--- config.mk ---
export PLATFORM = sky130hd
export DESIGN_NAME = peripheral_bus_arbiter
export DESIGN_NICKNAME = d
export VERILOG_FILES = /design/src/rtl/peripheral_bus_pkg.sv /design/src/rtl/peripheral_rr_picker.sv /design/src/rtl/peripheral_bus_arbiter.sv
export SDC_FILE = /design/constraint.sdc
export NUM_CORES = 1
export LEC_CHECK = 0
export CORE_ASPECT_RATIO = 1.2
export CORE_MARGIN = 8
export CORE_UTILIZATION = 57
export DETAILED_ROUTE_END_ITERATION = 6
export PLACE_DENSITY = 0.77
export SYNTH_ARGS = -nofsm -noshare
export SYNTH_HDL_FRONTEND = slang
export SYNTH_SLANG_ARGS = --single-unit
--- constraint.sdc ---
create_clock -name sig_clock -period 6.1 [get_ports sig_clock]
set_input_delay 1.525 -clock sig_clock [delete_from_list [all_inputs] [get_ports sig_clock]]
set_output_delay 1.525 -clock sig_clock [all_outputs]
set_load 0.03 [all_outputs]
--- src/rtl/peripheral_bus_pkg.sv ---
// Shared types and helpers for the peripheral bus arbiter: FSM states and
// transfer size encodings.
package peripheral_bus_pkg;

   typedef enum logic [1:0] {
      IDLE  = 2'd0,
      GRANT = 2'd1,
      XFER  = 2'd2
   } state_t;

   localparam logic [1:0] SIZE_1B = 2'd0;
   localparam logic [1:0] SIZE_2B = 2'd1;
   localparam logic [1:0] SIZE_4B = 2'd2;
   localparam logic [1:0] SIZE_8B = 2'd3;

   function automatic logic [3:0] beats_from_size(input logic [1:0] size);
      case (size)
         SIZE_1B: return 4'd1;
         SIZE_2B: return 4'd2;
         SIZE_4B: return 4'd4;
         SIZE_8B: return 4'd8;
         default: return 4'd1;
      endcase
   endfunction

endpackage

--- src/rtl/peripheral_rr_picker.sv ---
// Combinational round-robin picker: first asserted request after 'last',
// wrapping past the top master back to master 0.
module peripheral_rr_picker #(
   parameter int unsigned NUM_MASTERS = 16,
   parameter int unsigned IW          = $clog2(NUM_MASTERS)
) (
   input  logic [NUM_MASTERS-1:0] request,
   input  logic [IW-1:0]          last,
   output logic [NUM_MASTERS-1:0] winner,
   output logic [IW-1:0]          index
);

   logic found;

   always_comb begin
      winner = '0;
      index  = '0;
      found  = 1'b0;
      for (int unsigned i = 1; i <= NUM_MASTERS; i++) begin
         int unsigned j;
         j = (32'(last) + i) % NUM_MASTERS;
         if (!found && request[j]) begin
            found     = 1'b1;
            winner[j] = 1'b1;
            index     = IW'(j);
         end
      end
   end

endmodule

--- src/rtl/peripheral_bus_arbiter.sv ---
// Round-robin arbiter and transfer sequencer for the shared peripheral bus:
// grants one master, tracks its burst beat by beat, aborts on timeouts.
module peripheral_bus_arbiter
   import peripheral_bus_pkg::*;
#(
   parameter int unsigned NUM_MASTERS   = 16,
   parameter int unsigned START_TIMEOUT = 8,
   parameter int unsigned WAIT_TIMEOUT  = 64
) (
   input  logic                   sig_clock,
   input  logic                   sig_reset,
   input  logic [NUM_MASTERS-1:0] sig_request,
   input  logic                   sig_start,
   input  logic [1:0]             sig_size,
   input  logic                   sig_read,
   input  logic                   sig_write,
   input  logic                   sig_wait,
   output logic [NUM_MASTERS-1:0] sig_grant,
   output logic                   sig_bip,
   output logic                   sig_error,
   output logic                   busy
);

   localparam int unsigned IW  = $clog2(NUM_MASTERS);
   localparam int unsigned SCW = $clog2(START_TIMEOUT + 1);
   localparam int unsigned WCW = $clog2(WAIT_TIMEOUT + 1);

   state_t                   state;
   logic [IW-1:0]            last;
   logic [IW-1:0]            owner;
   logic [IW-1:0]            win_index;
   logic [NUM_MASTERS-1:0]   win_grant;
   logic [SCW-1:0]           start_cnt;
   logic [WCW-1:0]           wait_cnt;
   logic [3:0]               remaining;
   logic [3:0]               beats;

   assign beats = beats_from_size(sig_size);
   assign busy  = (state != IDLE);

   peripheral_rr_picker #(
      .NUM_MASTERS(NUM_MASTERS),
      .IW         (IW)
   ) u_picker (
      .request(sig_request),
      .last   (last),
      .winner (win_grant),
      .index  (win_index)
   );

   always_ff @(posedge sig_clock) begin
      if (!sig_reset) begin
         state     <= IDLE;
         sig_grant <= '0;
         sig_bip   <= 1'b0;
         sig_error <= 1'b0;
         last      <= IW'(NUM_MASTERS - 1);
         owner     <= '0;
         start_cnt <= '0;
         wait_cnt  <= '0;
         remaining <= '0;
      end else begin
         sig_error <= 1'b0;
         case (state)
            IDLE: begin
               if (|sig_request) begin
                  sig_grant <= win_grant;
                  last      <= win_index;
                  owner     <= win_index;
                  start_cnt <= '0;
                  state     <= GRANT;
               end
            end
            GRANT: begin
               if (sig_start) begin
                  // read==write covers both the "both set" and "neither set" illegal starts
                  if (sig_read == sig_write) begin
                     sig_error <= 1'b1;
                     sig_grant <= '0;
                     state     <= IDLE;
                  end else begin
                     remaining <= beats;
                     sig_bip   <= (beats > 4'd1);
                     wait_cnt  <= '0;
                     state     <= XFER;
                  end
               end else if (!sig_request[owner]) begin
                  sig_grant <= '0;
                  state     <= IDLE;
               end else if (start_cnt == SCW'(START_TIMEOUT - 1)) begin
                  sig_error <= 1'b1;
                  sig_grant <= '0;
                  state     <= IDLE;
               end else if (start_cnt != '1) begin
                  start_cnt <= start_cnt + SCW'(1);
               end
            end
            XFER: begin
               if (!sig_wait) begin
                  wait_cnt <= '0;
                  if (remaining == 4'd1) begin
                     sig_grant <= '0;
                     sig_bip   <= 1'b0;
                     state     <= IDLE;
                  end else begin
                     remaining <= remaining - 4'd1;
                     sig_bip   <= (remaining > 4'd2);
                  end
               end else if (wait_cnt == WCW'(WAIT_TIMEOUT - 1)) begin
                  sig_error <= 1'b1;
                  sig_grant <= '0;
                  sig_bip   <= 1'b0;
                  state     <= IDLE;
               end else if (wait_cnt != '1) begin
                  wait_cnt <= wait_cnt + WCW'(1);
               end
            end
            default: begin
               sig_grant <= '0;
               sig_bip   <= 1'b0;
               state     <= IDLE;
            end
         endcase
      end
   end

endmodule

==> reports/metrics.cfg <==
[synthesis]
synth_ff_type=dfxtp_1
synthesis.nets=917
synth_top_area_share_pct=13.0
syn_inst=868
synth.area.top_cells=dfxtp_1 (13%), mux4_2 (8.8%), nand2_1 (6.8%)
ys_warn_count=0
synth_top_cell_by_area=dfxtp_1
async_flop_share_pct=0
ys_types=97
ys_seq_elements=43
syn_area_per_cell_um2=7.65
synth_area_um2=6640
ys_seq_area_share_pct=13.0
synth_edf_count=0

[floorplan]
die_h_um=134
die_x_um=115
num_io_pins=43
core_area_um2=11500
start_util_pct=57.9
die_area_um2=15400
rows=43

[cells_and_area]
final_cells=1039
mostFrequentLayoutCell=nand2_1
final_cell_mix=nand2_1 (120), nor2_1 (82), nand3_1 (50), dfxtp_1 (43), clkdlybuf4s50_1 (42)
antenna_cells=0
drive_gt1_share_pct=12.2
utilization_pct=63.7
areaGrowthSynthToFinish_pct=10.0
nets=930

[placed_design]
dp_cells=1031
hpwlAfterDp_mm=22.1
gp_congestion=1.05
portBuffers=42

[worst_setup_path]
timing.rr.end=sig_grant[6]
cp-end-kind=flop
cpMostUsedCell=nor4_4
crit_fanout=15
setup.worst_path.start_class=primary input
critPathSlowestCell=mux4_1
crit_arrival_ns=5.72
rr_worst_depth=11
cp_num_cells=10
critical_path.max_stage_delay_ns=0.65
path_cells=clkdlybuf4s50_1 > mux4_1 > nor3b_1 > nor4_4 > nand4_4 > nor4_4 > nand3_1 > o21ai_0 > nand2_1 > a32oi_1
crit_required_ns=6.30
criticalPathCategory=primary input to flop
timing.rr.start=last[1]
worst-path-buf-inv=1
ff2ff_setup_slack_ns=0.98
critPathTopFamily=simple AND/OR/NAND/NOR gates

[sta]
setup_violations=0
fmax_mhz=181
rsz0062_at_grt=no
max_slew.worst_pin.slew_ns=1.24
slew_headroom_pct=16.9
post-route-period-util_pct=90.4
fin_skew_ns=0.0141
whs_ns=0.478
tns_ns=0
hold_viol=0
min_period_ns=5.52
maxSlewViolCount=0

[global_routing]
grt_pass1_vias=7824
antenna_found_initial=0
grt_pass1_wl_mm=46.3
grt_usage_pct=39.4
grt_start_max_net_pins=30
grt_overflow=0

[clock_network]
ctsHoldBuffers=0
path_clk_slew_ns=0.08
numCtsBuffers=5
cts_tree=done
cts_buffer_depth=2
cts.repair.resized=0
clkSinkCount=43
clk_latency_ns=0.30
cts_root_buffer=clkbuf_16
htreeDepth=2
postCtsSetupRepairBufs=0

[detailed_routing]
num_vias=8203
first_pass_iters=7
wl_mm=30.5
wire_per_inst_um=29.3
ant_nets=0
drtIter0Drc=1282
viasPerCell=7.90
drcViolationCount=0

[outcome]
status=complete, no violations

[min_path]
hp-start=sig_grant[12]
min_to=sig_grant[12]
hold_depth=2
holdCritPathClass=flop to flop

[flow_run]
max_cap_viol_count=0

[flip-flops by register name, indices dropped and copies added, names as in the netlist]
| register | count |
|---|---|
| state | 2 |
| remaining | 4 |
| wait_cnt | 7 |
| sig_grant | 16 |
| last | 4 |
| owner | 4 |
| sig_bip | 1 |
| sig_error | 1 |
| start_cnt | 4 |
[worst min-delay path, cell delays in order, from the launching register on]
cell and delay [ns]:
dfxtp_1 0.33, nand2_1 0.06, a32oi_1 0.04
[stage by stage]
stage | setup slack [ns] | cell area, um2
final | 0.584 | 7300
after global routing | 0.431 | 7300
after CTS | 0.765 | 7300
after detailed placement | 0.477 | 7130
after global placement | 0.643 | 7130
after floorplan | 1.61 | 6640
[cell usage after synthesis, types with 21 or more instances]
| cell type | count |
|---|---|
| ha_1 | 25 |
| o21ai_0 | 31 |
| a21oi_1 | 38 |
| dfxtp_1 | 43 |
| nand2_1 | 120 |
| nor2_1 | 82 |
| and3_1 | 22 |
| clkbuf_1 | 40 |
| nand3_1 | 50 |
| mux4_2 | 26 |
| inv_1 | 30 |
| nor3_1 | 22 |
| mux2i_1 | 21 |
[area by class of cell]
cell class                      instances  area (um2)
Tap cell                              157         196
Timing Repair Buffer                   65         593
Sequential cell                        43         861
Fill cell                            1045        4160
Clock inverter                          3        46.3
Multi-Input combinational cell        735        5360
Clock buffer                            5         125
Inverter                               31         116
[worst max-delay path by stage]
stage	from	endpoint
after floorplan	last[1]	sig_grant[4]
after global placement	sig_request[3]	sig_grant[6]
after detailed placement	sig_request[3]	sig_grant[6]
after CTS	sig_request[3]	sig_grant[6]
after global routing	sig_request[3]	sig_grant[6]
final	sig_request[11]	sig_grant[6]
[logic make-up (layout without fill, tap and decap cells)]
logic type               after synthesis  after routing  synth area share (%)
AO/OA/AOI/OAI                        244            244                  27.5
XOR/XNOR                              19             19                  2.62
adder cells (fa/ha/maj)               25             25                  4.71
buffers and inverters                 90            104                  6.26
flip-flops                            43             43                  13.0
multiplexers                          63             63                  15.6
AND/OR/NAND/NOR                      384            384                  30.4
[layer usage]
layer	vias up	GRT usage, %	part of all wire [%]
met1	3803	44.6	34
met4	0	28.8	8.9
met5	-	0	0
li1	3407	-	-
met2	784	62.1	45
met3	209	10.9	13
Power is not shown: default switching activity piles up to over one toggle a cycle in this logic, so the estimate is an artifact.
